File: src/rtl/jt51_eg_rd.sv
// Envelope attenuation read-back: captures the 32-slot multiplexed eg stream into value/peak
// stores, tracks frame silence and slot sync, and serves single-slot reads over a req/ack handshake.
//
//   state    | meaning
//   ST_IDLE  | waiting for rd_req; latches rd_slot on acceptance
//   ST_FETCH | one clk store read into the output registers
//   ST_ACK   | rd_ack high for one clk; peak of the read slot is reset
module jt51_eg_rd (
  input  logic       clk,
  input  logic       rst,
  input  logic       cen,
  input  logic       zero,
  input  logic [9:0] eg_in,
  input  logic       rd_req,
  input  logic [4:0] rd_slot,
  output logic       rd_ack,
  output logic [9:0] rd_data,
  output logic [9:0] rd_peak,
  output logic       synced,
  output logic       all_silent,
  output logic       sync_err
);

  typedef enum logic [1:0] {
    ST_IDLE  = 2'd0,
    ST_FETCH = 2'd1,
    ST_ACK   = 2'd2
  } rd_state_e;

  localparam logic [9:0] SILENT = 10'h3FF;

  // slot_q holds the slot of the most recent cen sample
  logic [4:0] slot_q, slot_d;
  logic [4:0] cur_slot;
  logic       synced_q, synced_d;
  logic       sync_err_q, sync_err_d;
  logic       frame_q, frame_d;
  logic       all_silent_q, all_silent_d;
  logic       cap_en, frame_end, resync, eg_silent;

  logic [9:0] val_q  [32];
  logic [9:0] peak_q [32];
  logic [9:0] peak_old, cap_peak;
  logic       peak_clr, collide;

  rd_state_e  state_q, state_d;
  logic [4:0] rd_slot_q, rd_slot_d;
  logic [9:0] rd_data_q, rd_data_d;
  logic [9:0] rd_peak_q, rd_peak_d;
  logic       accept, fetch;

  always_comb begin
    cur_slot   = zero ? 5'd0 : slot_q + 5'd1;
    cap_en     = cen & (synced_q | zero);
    frame_end  = cen & zero & synced_q;
    resync     = frame_end & (slot_q != 5'd31);
    eg_silent  = (eg_in == SILENT);
    slot_d     = cen ? cur_slot : slot_q;
    synced_d   = synced_q | (cen & zero);
    sync_err_d = sync_err_q | resync;
    frame_d    = frame_q;
    if (cap_en) frame_d = zero ? eg_silent : (frame_q & eg_silent);
    // a frame cut short by a resync never reaches all_silent
    all_silent_d = all_silent_q;
    if (frame_end && !resync) all_silent_d = frame_q;
  end

  always_ff @(posedge clk) begin
    if (rst) begin
      slot_q       <= 5'd0;
      synced_q     <= 1'b0;
      sync_err_q   <= 1'b0;
      frame_q      <= 1'b1;
      all_silent_q <= 1'b1;
    end else begin
      slot_q       <= slot_d;
      synced_q     <= synced_d;
      sync_err_q   <= sync_err_d;
      frame_q      <= frame_d;
      all_silent_q <= all_silent_d;
    end
  end

  // a capture landing on the slot being peak-reset stores the raw sample
  always_comb begin
    peak_old = peak_q[cur_slot];
    peak_clr = (state_q == ST_ACK);
    collide  = peak_clr & cap_en & (cur_slot == rd_slot_q);
    cap_peak = (collide || (eg_in < peak_old)) ? eg_in : peak_old;
  end

  always_ff @(posedge clk) begin
    if (rst) begin
      for (int i = 0; i < 32; i++) begin
        val_q[i]  <= SILENT;
        peak_q[i] <= SILENT;
      end
    end else begin
      if (peak_clr) peak_q[rd_slot_q] <= SILENT;
      if (cap_en) begin
        val_q[cur_slot]  <= eg_in;
        peak_q[cur_slot] <= cap_peak;
      end
    end
  end

  always_ff @(posedge clk) begin
    if (rst) state_q <= ST_IDLE;
    else     state_q <= state_d;
  end

  always_comb begin
    state_d = state_q;
    unique case (state_q)
      ST_IDLE:  if (rd_req) state_d = ST_FETCH;
      ST_FETCH: state_d = ST_ACK;
      ST_ACK:   state_d = ST_IDLE;
      default:  state_d = ST_IDLE;
    endcase
  end

  always_comb begin
    accept = (state_q == ST_IDLE) & rd_req;
    fetch  = (state_q == ST_FETCH);
    rd_ack = (state_q == ST_ACK);
  end

  // the store read sees contents before any capture on the same edge
  always_comb begin
    rd_slot_d = accept ? rd_slot : rd_slot_q;
    rd_data_d = fetch ? val_q[rd_slot_q]  : rd_data_q;
    rd_peak_d = fetch ? peak_q[rd_slot_q] : rd_peak_q;
  end

  always_ff @(posedge clk) begin
    if (rst) begin
      rd_slot_q <= 5'd0;
      rd_data_q <= SILENT;
      rd_peak_q <= SILENT;
    end else begin
      rd_slot_q <= rd_slot_d;
      rd_data_q <= rd_data_d;
      rd_peak_q <= rd_peak_d;
    end
  end

  assign rd_data    = rd_data_q;
  assign rd_peak    = rd_peak_q;
  assign synced     = synced_q;
  assign all_silent = all_silent_q;
  assign sync_err   = sync_err_q;

endmodule

File: config.mk
export PLATFORM = sky130hd
export DESIGN_NAME = jt51_eg_rd
export DESIGN_NICKNAME = d
export VERILOG_FILES = /design/src/rtl/jt51_eg_rd.sv
export SDC_FILE = /design/constraint.sdc
export NUM_CORES = 1
export LEC_CHECK = 0
export CAP_MARGIN = 20
export CORE_ASPECT_RATIO = 0.5
export CORE_MARGIN = 4
export CORE_UTILIZATION = 30
export DETAILED_ROUTE_END_ITERATION = 10
export PLACE_DENSITY_LB_ADDON = 0.1
export SYNTH_ARGS = -nofsm -noshare
export SYNTH_HDL_FRONTEND = slang
export SYNTH_SLANG_ARGS = --single-unit
File: constraint.sdc
create_clock -name clk -period 10.8 [get_ports clk]
set_input_delay 1.62 -clock clk [delete_from_list [all_inputs] [get_ports clk]]
set_output_delay 1.62 -clock clk [all_outputs]
set_load 0.01 [all_outputs]
[Yosys cells after proc, flatten, opt, wreduce, memory -nomap -nowiden]
Memory sizes are Yosys's and may differ from the RTL's. A register that Yosys moved wholly into a read port is not among the register bits.
Cells that the tools add are included.
Storage, ports and cells
  memories: 2
  register bits: 16
  bits in writable memories: 640
Memories
  peak_q: depth 32, bits a word 10, rd ports 2, clocked after memory_dff 1, wr ports 32, RTL line 42  | logic [9:0] peak_q [32];
  val_q: depth 32, bits a word 10, rd ports 1, clocked after memory_dff 1, wr ports 32, RTL line 41  | logic [9:0] val_q [32];
Operators by class
  bitwise operators: 11
  equal/unequal tests: 6
  mux-type cells: 22
  $lt $le $gt $ge: 1
  $add $sub $neg: 1
  reductions and logical operators: 7
Operators by type and width (count)
  $mux W10: 4
  $reduce_or A10 Y1: 3
  $mux W5: 4
  $mux W1: 12
  $eq A10 B10 Y1 const B: 1
  $lt A10 B10 Y1: 1
  $and A1 B1 Y1: 8
  $add A5 B1 Y5 const B: 1
  $eq A5 B5 Y1: 1
  $ne A5 B5 Y1 const B: 1
  $pmux W2 S2: 1
  $or A1 B1 Y1: 3
  $eq A2 B1 Y1 const B: 1
  $eq A2 B2 Y1 const B: 1
  $logic_not A2 Y1: 1
  $mux W2: 1
  $ne A2 B2 Y1 const B: 1
  $logic_and A1 B1 Y1: 1
  $logic_not A1 Y1: 1
  $logic_or A1 B1 Y1: 1

[Longest topological paths before layout]
Gate-level depths: netlist (run 1).
  depth after elaboration: 7
  mapped depth: 22
  depth with buffers taken out: 17

[Worst setup path after synthesis (run 1)]
Ideal clock, no wire load.
  path kind: input -> register
  from: input zero
  to: memory peak_q[10][7] (data pin)
  arrival time: 5.263 ns
  required time: 10.532 ns
  cell stages on the path: 15
  slack: 5.268 ns
  path buffers: 4
  setup time: 0.268 ns
  path through: buf_2 > buf_2 > or2_2 > mux4_2 > a221o_1 > nor3_2 > ha_1 > and4_1 > a221oi_1 > nand2_1 > or4_4 > buf_6 > a21oi_2 > buf_2 > o21ai_1
RTL lines
  start: declaration: RTL line 12  | input logic zero,
  end: declaration: RTL line 42

==> results.json, run 1 <==
{
  "outcome": "completed",
  "power_density_mw_per_mm2": 155,
  "cts_setup_buffers": 0,
  "ys_seq_elements": 676,
  "skew_ns": 0.0230,
  "slew_viol_final": 0,
  "io_pins": 44,
  "ctsHoldBuffers": 0,
  "drc": 0,
  "slowest_stage": "a222oi_1",
  "cp_max_fo": 38,
  "synth_top_area_cell": "edfxtp_1",
  "ys.flop_type": "edfxtp_1",
  "fmax_mhz": 136,
  "firstDrtPassIters": 6,
  "fp.dieArea_mm2": 0.120,
  "max_stage_delay_ns": 0.90,
  "start_util_pct": 30.4,
  "cts_resized": 0,
  "fin_crit_sh_pct": 67.9,
  "grt_pass1_vias": 23827,
  "cp-end-kind": "flip-flop",
  "syn_nets": 2623,
  "hold_violations": 0,
  "grt_pass1_wl_mm": 200,
  "routabilityCongestion": 0.881,
  "numCtsBuffers": 73,
  "grt_max_degree": 81,
  "cts_buffer_depth": 3,
  "grt_overflow": 0,
  "cts_tree": "done",
  "totalWireLength_mm": 144,
  "critPathTopFamily": "compound AO/OA/AOI/OAI gates",
  "wl_per_cell_um": 35.5,
  "path_cells": "ha_4 -> nand2b_2 -> o22ai_1 -> a21oi_1 -> a222oi_1 -> nand3_1 -> nor2_1 -> ha_1 -> and4_1 -> a221oi_1 -> nand2_1 -> or4_4 -> a21oi_4 -> buf_4 -> o21ai_0",
  "avgViaCountPerCell": 6.00,
  "io_buffers": 43,
  "clock_latency_ns": 0.67,
  "synth_top_cell_area_share_pct": 55.9,
  "cts.sinks": 676,
  "synthArstFlopShare_pct": 0,
  "syn_to_final_growth_pct": 12.1,
  "layout.nets": 2524,
  "tightest_slew_ns": 1.19,
  "synth_most_common_cell": "edfxtp_1",
  "clkTransAtPathRegs_ns": 0.06,
  "finish.utilization_pct": 34.0,
  "core_mm2": 0.113,
  "multi_input_area_mm2": 0.0131,
  "antenna_found_initial": 6,
  "vdd_drop_max_mv": 0.102,
  "num-fill-cells": 11006,
  "worstPathRequired_ns": 11.16,
  "ant_nets": 0,
  "relSlewSlack_pct": 20.5,
  "static-leakage-power_nw": 9.11,
  "die_h_um": 247,
  "cp-start-kind": "flip-flop",
  "path_class": "flip-flop to flip-flop",
  "synth_cell_type_count": 86,
  "seq_area_mm2": 0.0200,
  "dieWidth_um": 487,
  "num_rows": 87,
  "grt_use_total_pct": 23.6,
  "cts-root-buf": "clkbuf_16",
  "grt_setup_unrepaired": "no",
  "drive_gt1_share_pct": 19.6,
  "htreeDepth": 3,
  "synth_edf_count": 640,
  "final-setup-viol-count": 0,
  "synth.avg_cell_area_um2": 13.3,
  "vias": 24404,
  "synth_warnings": 0,
  "hp-class": "flip-flop to flip-flop",
  "ys_seq_area_share_pct": 58.0,
  "dp_hpwl_mm": 89.1,
  "worst-path-buf-inv": 1,
  "drtIter0Drc": 2900,
  "netlist_area_mm2": 0.0344,
  "arrival_ns": 7.69,
  "fin_crit_ns": 7.33,
  "syn_inst": 2592,
  "setup_tns_ns": 0,
  "ys_top_cells_by_area": "edfxtp_1, mux4_2, or3_1",
  "drv_cap": 0,
  "synthTopCellsByCount": "edfxtp_1, or3_1, clkbuf_1"
}
==> kinds of logic after synthesis <==
family | count (synthesis) | synth area share, %
adder cells (fa/ha/maj) | 11 | 0.400
XOR/XNOR | 5 | 0.299
multiplexers | 242 | 13.2
AO/OA/AOI/OAI | 655 | 12.6
buffers and inverters | 339 | 4.42
flip-flops | 676 | 58.0
AND/OR/NAND/NOR | 664 | 11.1
==> routing by layer <==
metal / vias to the layer above / GRT usage [%] / routed length [um]
li1: 10142 / - / -
met1: 13014 / 33.8 / 64800
met2: 1045 / 37.5 / 65700
met3: 203 / 3.91 / 9740
met4: 0 / 6.00 / 3880
met5: - / 0 / 0
==> through the flow <==
step | hold WS, ns | std cells | cell area, um^2 | power (mW) | worst slack (ns)
final | 0.459 | 4066 | 38500 | 5.97 | 3.47
after global routing | 0.489 | 4059 | 38500 | 6.13 | 3.50
after CTS | 0.464 | 4057 | 38500 | 6.00 | 3.67
after detailed placement | 0.449 | 3929 | 36300 | 3.57 | 3.13
after global placement | 0.443 | 3923 | 36200 | 3.57 | 3.28
after floorplan | 0.467 | 2592 | 34400 | 3.27 | 5.27
==> registers in the layout (all words and copies together) (netlist names) <==
register	flops
peak_q	320
rd_slot_q	5
synced	1
val_q	320
state_q	2
sync_err	1
slot_q	5
frame_q	1
all_silent	1
rd_peak	10
rd_data	10
==> cells in the final DEF (no fill, tap or decap), types with 15 or more instances in the layout <==
master,instances
nand3_1,79
clkbuf_1,15
mux4_2,167
nand2_1,49
mux2_2,15
a31oi_1,20
buf_4,111
clkinv_1,18
a22oi_1,59
a21oi_1,32
clkbuf_16,73
mux2i_1,56
clkdlybuf4s50_1,41
o21bai_1,25
or3_1,325
edfxtp_1,640
o21ai_0,133
nor2_1,94
o21ai_1,145
or2_2,38
o22ai_1,46
a22o_1,41
dfxtp_1,33
a221oi_1,41
a211o_1,22
==> power breakdown <==
part | internal (mW) | switching [mW]
logic | 0.162 | 0.472
clock network | 1.32 | 1.13
registers | 2.87 | 0.0207
total | 4.35 | 1.63
==> final timing paths <==
check / start / to / slack [ns] / depth (start not counted)
hold reg to reg: rd_peak[2]$_SDFFE_PP1N_ / rd_peak[2]$_SDFFE_PP1N_ / 0.46 / 1
setup / recovery: slot_q[0]$_SDFFE_PP0P_ / peak_q[0][9]$_SDFFCE_PN1P_ / 3.47 / 15
hold / removal: rd_peak[2]$_SDFFE_PP1N_ / rd_peak[2]$_SDFFE_PP1N_ / 0.46 / 1
setup reg to reg: slot_q[0]$_SDFFE_PP0P_ / peak_q[0][9]$_SDFFCE_PN1P_ / 3.47 / 15
==> cell type report <==
class                           count  area share (%)
Sequential cell                   676            51.8
Multi-Input combinational cell   1577            34.0
Tap cell                         1513            4.91
Clock buffer                       88            4.89
Timing Repair Buffer              160            3.58
Clock inverter                     40           0.783
Inverter                            5          0.0487
Antenna cell                        7          0.0455
Note: power is estimated with default switching activity, not from simulation.
==> run 2, diff against run 1 <==
==> constraint.sdc (replaced) <==
create_clock -name clk -period 6.5 [get_ports clk]
set_input_delay 0.975 -clock clk [delete_from_list [all_inputs] [get_ports clk]]
set_output_delay 0.975 -clock clk [all_outputs]
set_load 0.01 [all_outputs]
==> run 2 against run 1 <==
Against the previous run:
- die area stayed put
- highest routed layer unchanged
- sequential power is 66% higher
- global-route usage is 0.17 points lower
- cell area is 1.5% higher
- critical path depth is 2 higher
- worst setup slack worse by 3.2 ns
- largest cell class unchanged
- count of clock-buffer cells in the layout is 18 higher
- sequential share of layout area is 0.78 points lower
- utilization is 0.52 points higher
==> results.json, run 2 (synthesis results as in run 1) <==
{
  "fin_crit_sh_pct": 95.3,
  "drive_gt1_share_pct": 21.5,
  "power_density_mw_per_mm2": 256,
  "cts-root-buf": "clkbuf_16",
  "fp.dieArea_mm2": 0.120,
  "skew_ns": 0.0225,
  "r2r_start": "slot_q[0]$_SDFFE_PP0P_",
  "grt_pass1_wl_mm": 199,
  "rrSetupSlack_ns": 0.30,
  "antenna_found_initial": 5,
  "clock_latency_ns": 0.66,
  "core_mm2": 0.113,
  "drc": 0,
  "cp-startpoint": "slot_q[0]$_SDFFE_PP0P_",
  "grt_overflow": 0,
  "place_ws_ns": 0.408,
  "dp.cells": 3975,
  "numCtsBuffers": 72,
  "die_h_um": 247,
  "start_util_pct": 30.4,
  "fin_ws_ns": 0.304,
  "cp-end-kind": "flip-flop",
  "grt_setup_unrepaired": "no",
  "fin_crit_ns": 6.20,
  "reg_top3": "peak_q (320), val_q (320)",
  "place_area_mm2": 0.0369,
  "arrival_ns": 6.58,
  "cts_tree": "done",
  "wl_per_cell_um": 34.8,
  "worst-path-buf-inv": 3,
  "routabilityCongestion": 0.863,
  "final_common_cell": "edfxtp_1",
  "min-delay-start": "rd_data[8]$_SDFFE_PP1N_",
  "cp_max_fo": 21,
  "whs_ns": 0.463,
  "hold_violations": 0,
  "dp_hpwl_mm": 90.7,
  "relSlewSlack_pct": 26.1,
  "vias": 24488,
  "path_class": "flip-flop to flip-flop",
  "slowest_stage": "o41ai_1",
  "path_cells": "ha_4 -> and3_1 -> ha_1 -> nor2b_1 -> nand2_1 -> a2111o_1 -> nand4_1 -> a221oi_1 -> buf_4 -> ha_1 -> nand4_1 -> o41ai_1 -> nand2_1 -> buf_4 -> nor4_4 -> buf_4 -> o21ai_0",
  "hp-class": "flip-flop to flip-flop",
  "cts.sinks": 676,
  "vdd_drop_max_mv": 0.181,
  "power_mw": 10.0,
  "cts_buffer_depth": 3,
  "slew_viol_final": 0,
  "worstPathRequired_ns": 6.88,
  "final_cell_mix": "edfxtp_1, or3_1, mux4_2",
  "cpMostUsedCell": "buf_4",
  "htreeDepth": 3,
  "syn_to_final_growth_pct": 13.8,
  "io_buffers": 43,
  "totalWireLength_mm": 143,
  "drv_cap": 0,
  "num-fill-cells": 10976,
  "tightest_slew_ns": 1.11,
  "hold-path-cell-count": 1,
  "fmax_mhz": 161,
  "io_pins": 44,
  "num_rows": 87,
  "grt_pass1_vias": 24353,
  "grt_max_degree": 73,
  "r2r-end": "peak_q[18][8]$_SDFFCE_PN1P_",
  "dieWidth_um": 487,
  "final_cells": 4104,
  "ctsHoldBuffers": 0,
  "outcome": "completed",
  "design_area_mm2": 0.0391,
  "min_to": "rd_data[8]$_SDFFE_PP1N_",
  "reg2regPathDepth": 17,
  "max_stage_delay_ns": 0.61,
  "final-setup-viol-count": 0,
  "drtIter0Drc": 2877,
  "clkTransAtPathRegs_ns": 0.06,
  "avgViaCountPerCell": 5.97,
  "cts_resized": 0,
  "static-leakage-power_nw": 9.44,
  "setup_tns_ns": 0,
  "cts_setup_buffers": 0,
  "ant_nets": 0,
  "grt_use_total_pct": 23.4,
  "layout.nets": 2567,
  "firstDrtPassIters": 8,
  "finish.utilization_pct": 34.5,
  "cp-start-kind": "flip-flop",
  "critPathTopFamily": "simple AND/OR/NAND/NOR gates"
}
==> run 2: cell count changes in the layout (fill, tap and decap cells not counted), sizes merged <==
| cell | previous run | this run |
|---|---|---|
| clkbuf | 88 | 106 |
| clkinv | 33 | 14 |
| buf | 119 | 163 |
| diode | 7 | 2 |
==> run 2: power breakdown <==
part	switching (mW)	internal (mW)
registers	0.0354	4.76
clock network	1.83	2.29
logic	0.783	0.309
==> run 2: layer usage <==
layer / routed length [um] / vias up / track usage [%]
li1: - / 10214 / -
met1: 64300 / 13093 / 33.6
met2: 64300 / 989 / 36.4
met3: 10400 / 192 / 4.54
met4: 3640 / 0 / 6.16
met5: 0 / - / 0
==> run 2: worst max path at each step <==
| stage | endpoint | slack (ns) | cells after the start |
|---|---|---|---|
| after floorplan | peak_q[10][7]$_SDFFCE_PN1P_ | 1.61 | 15 |
| after CTS | peak_q[24][4]$_SDFFCE_PN1P_ | 0.47 | 18 |
| after global routing | peak_q[12][8]$_SDFFCE_PN1P_ | 0.22 | 18 |
| after detailed placement | peak_q[9][4]$_SDFFCE_PN1P_ | 0.41 | 17 |
| final | peak_q[18][8]$_SDFFCE_PN1P_ | 0.30 | 17 |
| after global placement | peak_q[10][4]$_SDFFCE_PN1P_ | 0.40 | 17 |
==> run 2: area by class of cell <==
class | instances | area [um^2] | area share [%]
Multi-Input combinational cell | 1577 | 13100 | 33.6
Sequential cell | 676 | 20000 | 51.0
Timing Repair Buffer | 204 | 1880 | 4.81
Clock inverter | 21 | 186 | 0.477
Inverter | 5 | 18.8 | 0.0480
Antenna cell | 2 | 5.00 | 0.0128
Tap cell | 1513 | 1890 | 4.84
Clock buffer | 106 | 2040 | 5.22
==> run 2: worst register-to-register path, stage by stage, from the launching register on <==
cell	delay (ns)
dfxtp_4	0.45
ha_4	0.27
and3_1	0.20
ha_1	0.55
nor2b_1	0.52
nand2_1	0.43
a2111o_1	0.51
nand4_1	0.36
a221oi_1	0.12
buf_4	0.19
ha_1	0.28
nand4_1	0.09
o41ai_1	0.61
nand2_1	0.29
buf_4	0.26
nor4_4	0.33
buf_4	0.33
o21ai_0	0.12
==> variant 1, RTL diff (config.mk and constraints of run 2) <==
Register the output `synced` once more, cleared by the reset; this adds one clock of latency there. The other outputs are not delayed to match.
--- a/src/rtl/jt51_eg_rd.sv
+++ b/src/rtl/jt51_eg_rd.sv
@@ -147,5 +147,11 @@
   assign rd_data    = rd_data_q;
   assign rd_peak    = rd_peak_q;
-  assign synced     = synced_q;
+  always_ff @(posedge clk) begin
+    if (rst) begin
+      synced <= '0;
+    end else begin
+      synced <= synced_q;
+    end
+  end
   assign all_silent = all_silent_q;
   assign sync_err   = sync_err_q;
Check against the original RTL: not settled (the Yosys comparison gave no result); the edit may change what the design does.
==> variant 1 against run 2 <==
Highest routed layer unchanged; critical path type unchanged; power down 0.56%; setup slack better by 0.61 ns; via count is 8.2% lower; area after synthesis decreased by 3.9%; clock power up 2%; design area shrank 3.5%; sequential cell count rose by 1; wire length fell by 7.5%; largest cell class unchanged; count of clock-buffer cells in the layout is 10 lower.
==> variant 1: results (changes against run 2) <==
OUTCOME
--------------------------------------------------------------------
Run status ............................................ finished clean

WORST SETUP PATH
--------------------------------------------------------------------
Highest fanout seen on the critical path ..............           32   +52%
Critical-path top delay cell ..........................       mux2_4
CP arrival ............................................      5.97 ns   -0.61 ns
Max incr delay on CP ..................................      0.59 ns   -0.02 ns

DRT
--------------------------------------------------------------------
Detailed-route wire length per cell ...................     32.99 um   -5.1%
Vias ..................................................        22470   -8.2%
Number of detailed-route iterations in the first pass .            5   -3
Initial drt markers ...................................         2646   -8.0%

GRT
--------------------------------------------------------------------
Initial antenna violation count .......................            2   -3
Pin count of the biggest net entering global routing ..           82   +12%
Overall routing resource usage ........................       22.45%   -0.98 points
Wire length of the first global-routing pass ..........    183700 um   -7.6%

YOSYS
--------------------------------------------------------------------
Synth cell count leaders .............................. edfxtp_1, nand2_1, mux4_2
Post-Synthesis Net Count ..............................         2537   -3.3%
Netlist cell types ....................................           79   -8.1%
Warnings from Yosys ...................................            0   unchanged
Number of enable flip-flop cells after synthesis ......          640   unchanged
Ys flop type ..........................................     edfxtp_1
Ys async rst share ....................................           0%   unchanged
Synth top area cells .................................. edfxtp_1, mux4_2, nand2_1
Sequential fraction of the synthesis area .............       60.43%   +2.4 points

LAYOUT
--------------------------------------------------------------------
Layout cells sized above 1 ............................       22.03%   +0.52 points
Nets ..................................................         2541   -1.0%
Filler cell count in the final layout .................        10420   -5.1%
Antenna Cells .........................................            0   -2
Largest regs .......................................... peak_q x320, val_q x320

CTS
--------------------------------------------------------------------
Post-CTS Setup Inserts ................................            0   unchanged
Level count of the clock H-tree .......................            3   unchanged
Reg clk slew, reported paths ..........................      0.07 ns
Clock tree buffer depth ...............................            3   unchanged
Root buffer cell ......................................    clkbuf_16

TIMING
--------------------------------------------------------------------
Slew margin rel. ......................................       26.28%   +0.18 points
Setup clock skew after layout .........................   0.02631 ns   +0.003832 ns

POWER
--------------------------------------------------------------------
Largest vdd supply drop ...............................     189.9 uV   +4.9%
Leakage component of the power ........................  0.009305 uW   -1.5%

PLACE
--------------------------------------------------------------------
Routability-driven placement congestion ratio .........       0.8643   +0.19%
Worst Setup Slack post-DPL ............................    0.6749 ns   +0.2664 ns
Post-detailed-placement half-perimeter wirelength .....     86020 um   -5.2%

## variant 1: logic make-up after synthesis
| logic type | count (synthesis) | synth area share, % |
|---|---|---|
| buf+inv | 280 | 4.190 |
| mux | 255 | 14.39 |
| fa+ha+maj | 11 | 0.4167 |
| compound gates | 389 | 8.872 |
| xor+xnor | 4 | 0.1288 |
| flops | 677 | 60.43 |
| simple gates | 890 | 11.58 |
## variant 1: per-stage QoR
stage	instances	total power, uW	area (um^2)
5_1_grt	4004	10260	37760
6_report	4004	9963	37760
3_5_place_dp	3871	5827	35420
4_1_cts	4004	10060	37760
3_3_place_gp	3871	5829	35420
2_1_floorplan	2506	5387	33030
## variant 1: per-layer routing
metal | global-route usage, % | part of all wire (%)
met1 | 32.45 | 46
met2 | 33.77 | 44
met3 | 5.242 | 7.8
met4 | 6.221 | 2.8
met5 | 0 | 0
## variant 1: final cells by class
class / count / area, um^2 / share of cell area [%]
clock inverters: 37 / 331.6 / 0.8781
multi-input cells: 1549 / 11850 / 31.37
well taps: 1435 / 1795 / 4.755
flip-flops and latches: 677 / 19970 / 52.89
inverters: 17 / 63.81 / 0.1690
clock buffers: 96 / 2003 / 5.305
repair buffers: 193 / 1749 / 4.633
## variant 1: power breakdown
group | switching, uW | total, uW | internal [uW]
clock | 1890 | 4230 | 2350
combinational | 660 | 935 | 275
sequential | 27.6 | 4800 | 4770
total | 2570 | 9960 | 7390
## variant 1: path summary, 6_finish.rpt
check              from  cells after the start  slack [ns]            end
max reg2reg   slot_q[1]                     17        0.92  peak_q[11][8]
max           slot_q[1]                     17        0.92  peak_q[11][8]
min          all_silent                      1        0.46     all_silent
min reg2reg  all_silent                      1        0.46     all_silent
==> variant 2, RTL diff (config.mk and constraints of run 2) <==
Without the edit above. `SILENT`: 10'h3FF -> 10'h2FF.
--- a/src/rtl/jt51_eg_rd.sv
+++ b/src/rtl/jt51_eg_rd.sv
@@ -28,5 +28,5 @@
   } rd_state_e;
 
-  localparam logic [9:0] SILENT = 10'h3FF;
+  localparam logic [9:0] SILENT = 10'h2FF;
 
   // slot_q holds the slot of the most recent cen sample
Check against the original RTL: not settled (the Yosys comparison gave no result); the edit may change what the design does.
==> variant 2 against run 2 <==
Count of clock-buffer cells in the layout fell by 5; power barely moved; setup slack improved by 0.54 ns; wire length down 6.6%; area after synthesis down 3.7%; design area fell by 3.1%; non-clock buffer count down 3; worst hold slack improved by 0.0018 ns; sequential cell count unchanged; critical endpoint is now peak_q[11][4]; largest cell class unchanged.
==> variant 2: results (changes against run 2) <==
YOSYS
----------------------------------------------------------------------
Synth cell count leaders ................................ edfxtp_1, nand2_1, mux4_2
Sequential fraction of the synthesis area ...............       60.27%   +2.2 points
Ys async rst share ......................................           0%   unchanged
Synth top area cells .................................... edfxtp_1, mux4_2, nand2_1
Netlist cell types ......................................           77   -10%
Post-synthesis instance total ...........................         2501   -3.5%
Number of enable flip-flop cells after synthesis ........          640   unchanged
Warnings from Yosys .....................................            0   unchanged

PLACE
----------------------------------------------------------------------
Worst Setup Slack post-DPL ..............................    0.6570 ns   +0.2486 ns
Number of placed cells counting well taps ...............         3883   -2.3%
Post-detailed-placement half-perimeter wirelength .......     87840 um   -3.1%
Total cell area at the placement stage .................. 0.03563 mm^2   -3.4%
# port buffers ..........................................           43   unchanged
Routability-driven placement congestion ratio ...........       0.8544   -0.96%

CTS
----------------------------------------------------------------------
Post-CTS Setup Inserts ..................................            0   unchanged
Clock tree buffer depth .................................            3   unchanged
Level count of the clock H-tree .........................            3   unchanged
Worst-Skew Late Latency .................................      0.67 ns
Clock buffers created by TritonCTS ......................           71   -1.4%
Reg clk slew, reported paths ............................      0.06 ns   about the same
Root buffer cell ........................................    clkbuf_16
Number of resized instances in the post-cts repair step .            0   unchanged

POWER
----------------------------------------------------------------------
Proportion of total power due to net switching ..........       25.96%   -0.51 points
Leakage component of the power ..........................  0.009538 uW   +1.0%
Largest vdd supply drop .................................     201.3 uV   +11%

TIMING
----------------------------------------------------------------------
Setup clock skew after layout ...........................   0.03387 ns   +0.01138 ns
Slew margin rel. ........................................       29.56%   +3.5 points

GRT
----------------------------------------------------------------------
Pin count of the biggest net entering global routing ....           65   -11%
Overall routing resource usage ..........................       22.61%   -0.82 points
Initial antenna violation count .........................            5   unchanged
Wire length of the first global-routing pass ............    187100 um   -5.9%

LAYOUT
----------------------------------------------------------------------
Layout cells sized above 1 ..............................       21.13%   -0.39 points
Nets ....................................................         2552   -0.58%
Largest regs ............................................ peak_q x320, val_q x320
Filler cell count in the final layout ...................        10550   -3.9%
Fin cells ...............................................         4011   -2.3%

DRT
----------------------------------------------------------------------
Total length of routed wires ............................    133300 um   -6.6%
Number of detailed-route iterations in the first pass ...            6   -2
Vias ....................................................        23020   -6.0%
Initial drt markers .....................................         2792   -3.0%

MIN PATH
----------------------------------------------------------------------
Tightest Hold Check Type ................................      reg2reg
Cell count of the worst hold path .......................            1   unchanged

WORST SETUP PATH
----------------------------------------------------------------------
Cells on worst reg2reg path .............................           15   -2
Highest fanout seen on the critical path ................           32   +52%
CP arrival ..............................................      6.03 ns   -0.55 ns

OUTCOME
----------------------------------------------------------------------
Run status .............................................. finished clean

[variant 2: cell types whose count changed after synthesis, moves of 37 or more]
| cell | delta |
|---|---|
| nand2_1 | +423 |
| o21ai_0 | -71 |
| o21ai_1 | -144 |
| a22o_1 | -37 |
| a22oi_1 | +41 |
| clkbuf_1 | -43 |
| nor3_1 | +63 |
| nand3_1 | -60 |
| or3_1 | -213 |
[variant 2: path summary, 6_finish.rpt]
check                   from       endpoint  slack (ns)
hold / removal    rd_peak[1]     rd_peak[1]        0.46
setup / recovery   slot_q[1]  peak_q[11][4]        0.84
hold reg to reg   rd_peak[1]     rd_peak[1]        0.46
setup reg to reg   slot_q[1]  peak_q[11][4]        0.84
[variant 2: metrics by stage]
stage / utilization, % / power, uW
4_1_cts: 34.95 / 10100
3_5_place_dp: 32.85 / 5939
5_1_grt: 34.95 / 10320
2_1_floorplan: - / 5461
3_3_place_gp: 32.84 / 5940
6_report: 34.95 / 10030
[variant 2: layer usage]
metal  wire, um  vias to the layer above  GRT usage (%)
met3       8782                      170          3.576
met2      59260                      928          34.54
li1           -                     9674              -
met1      61950                    12250          33.58
met4       3296                        0          5.551
met5          0                        -              0
[variant 2: worst max-delay path: stages, from the launching register on]
cell and delay [ns]:
dfxtp_1 0.35, ha_4 0.57, clkinv_1 0.59, buf_4 0.38
nor4_1 0.29, a211oi_1 0.11, a32o_1 0.30, a311oi_1 0.55
ha_1 0.36, a21oi_1 0.20, o21ai_0 0.11, a2111o_1 0.31
a21oi_1 0.23, a31oi_4 0.28, mux2_4 0.59, nand2_1 0.12
[variant 2: layout make-up]
class | count | area [um^2] | area share [%]
Inverter | 16 | 60.06 | 0.1584
Antenna cell | 1 | 2.502 | 0.006600
Multi-Input combinational cell | 1555 | 12050 | 31.79
Clock buffer | 101 | 2022 | 5.333
Sequential cell | 676 | 19950 | 52.62
Tap cell | 1435 | 1795 | 4.736
Timing Repair Buffer | 201 | 1772 | 4.673
Clock inverter | 26 | 259.0 | 0.6831
[variant 2: power groups by stage]
stage | logic (uW) | clock network [uW] | registers [uW]
global placement | 1030 | 0 | 4910
global route | 1070 | 4420 | 4820
CTS | 1030 | 4250 | 4820
finish | 1020 | 4180 | 4820
floorplan | 567 | 0 | 4890
detailed placement | 1020 | 0 | 4910
[variant 2: cell families after synthesis]
family,count (synthesis),synth area share (%)
flip-flops,676,60.27
multiplexers,263,14.54
XOR/XNOR,7,0.1853
buffers and inverters,270,3.710
AO/OA/AOI/OAI,409,9.046
AND/OR/NAND/NOR,865,11.84
adder cells (fa/ha/maj),11,0.4160
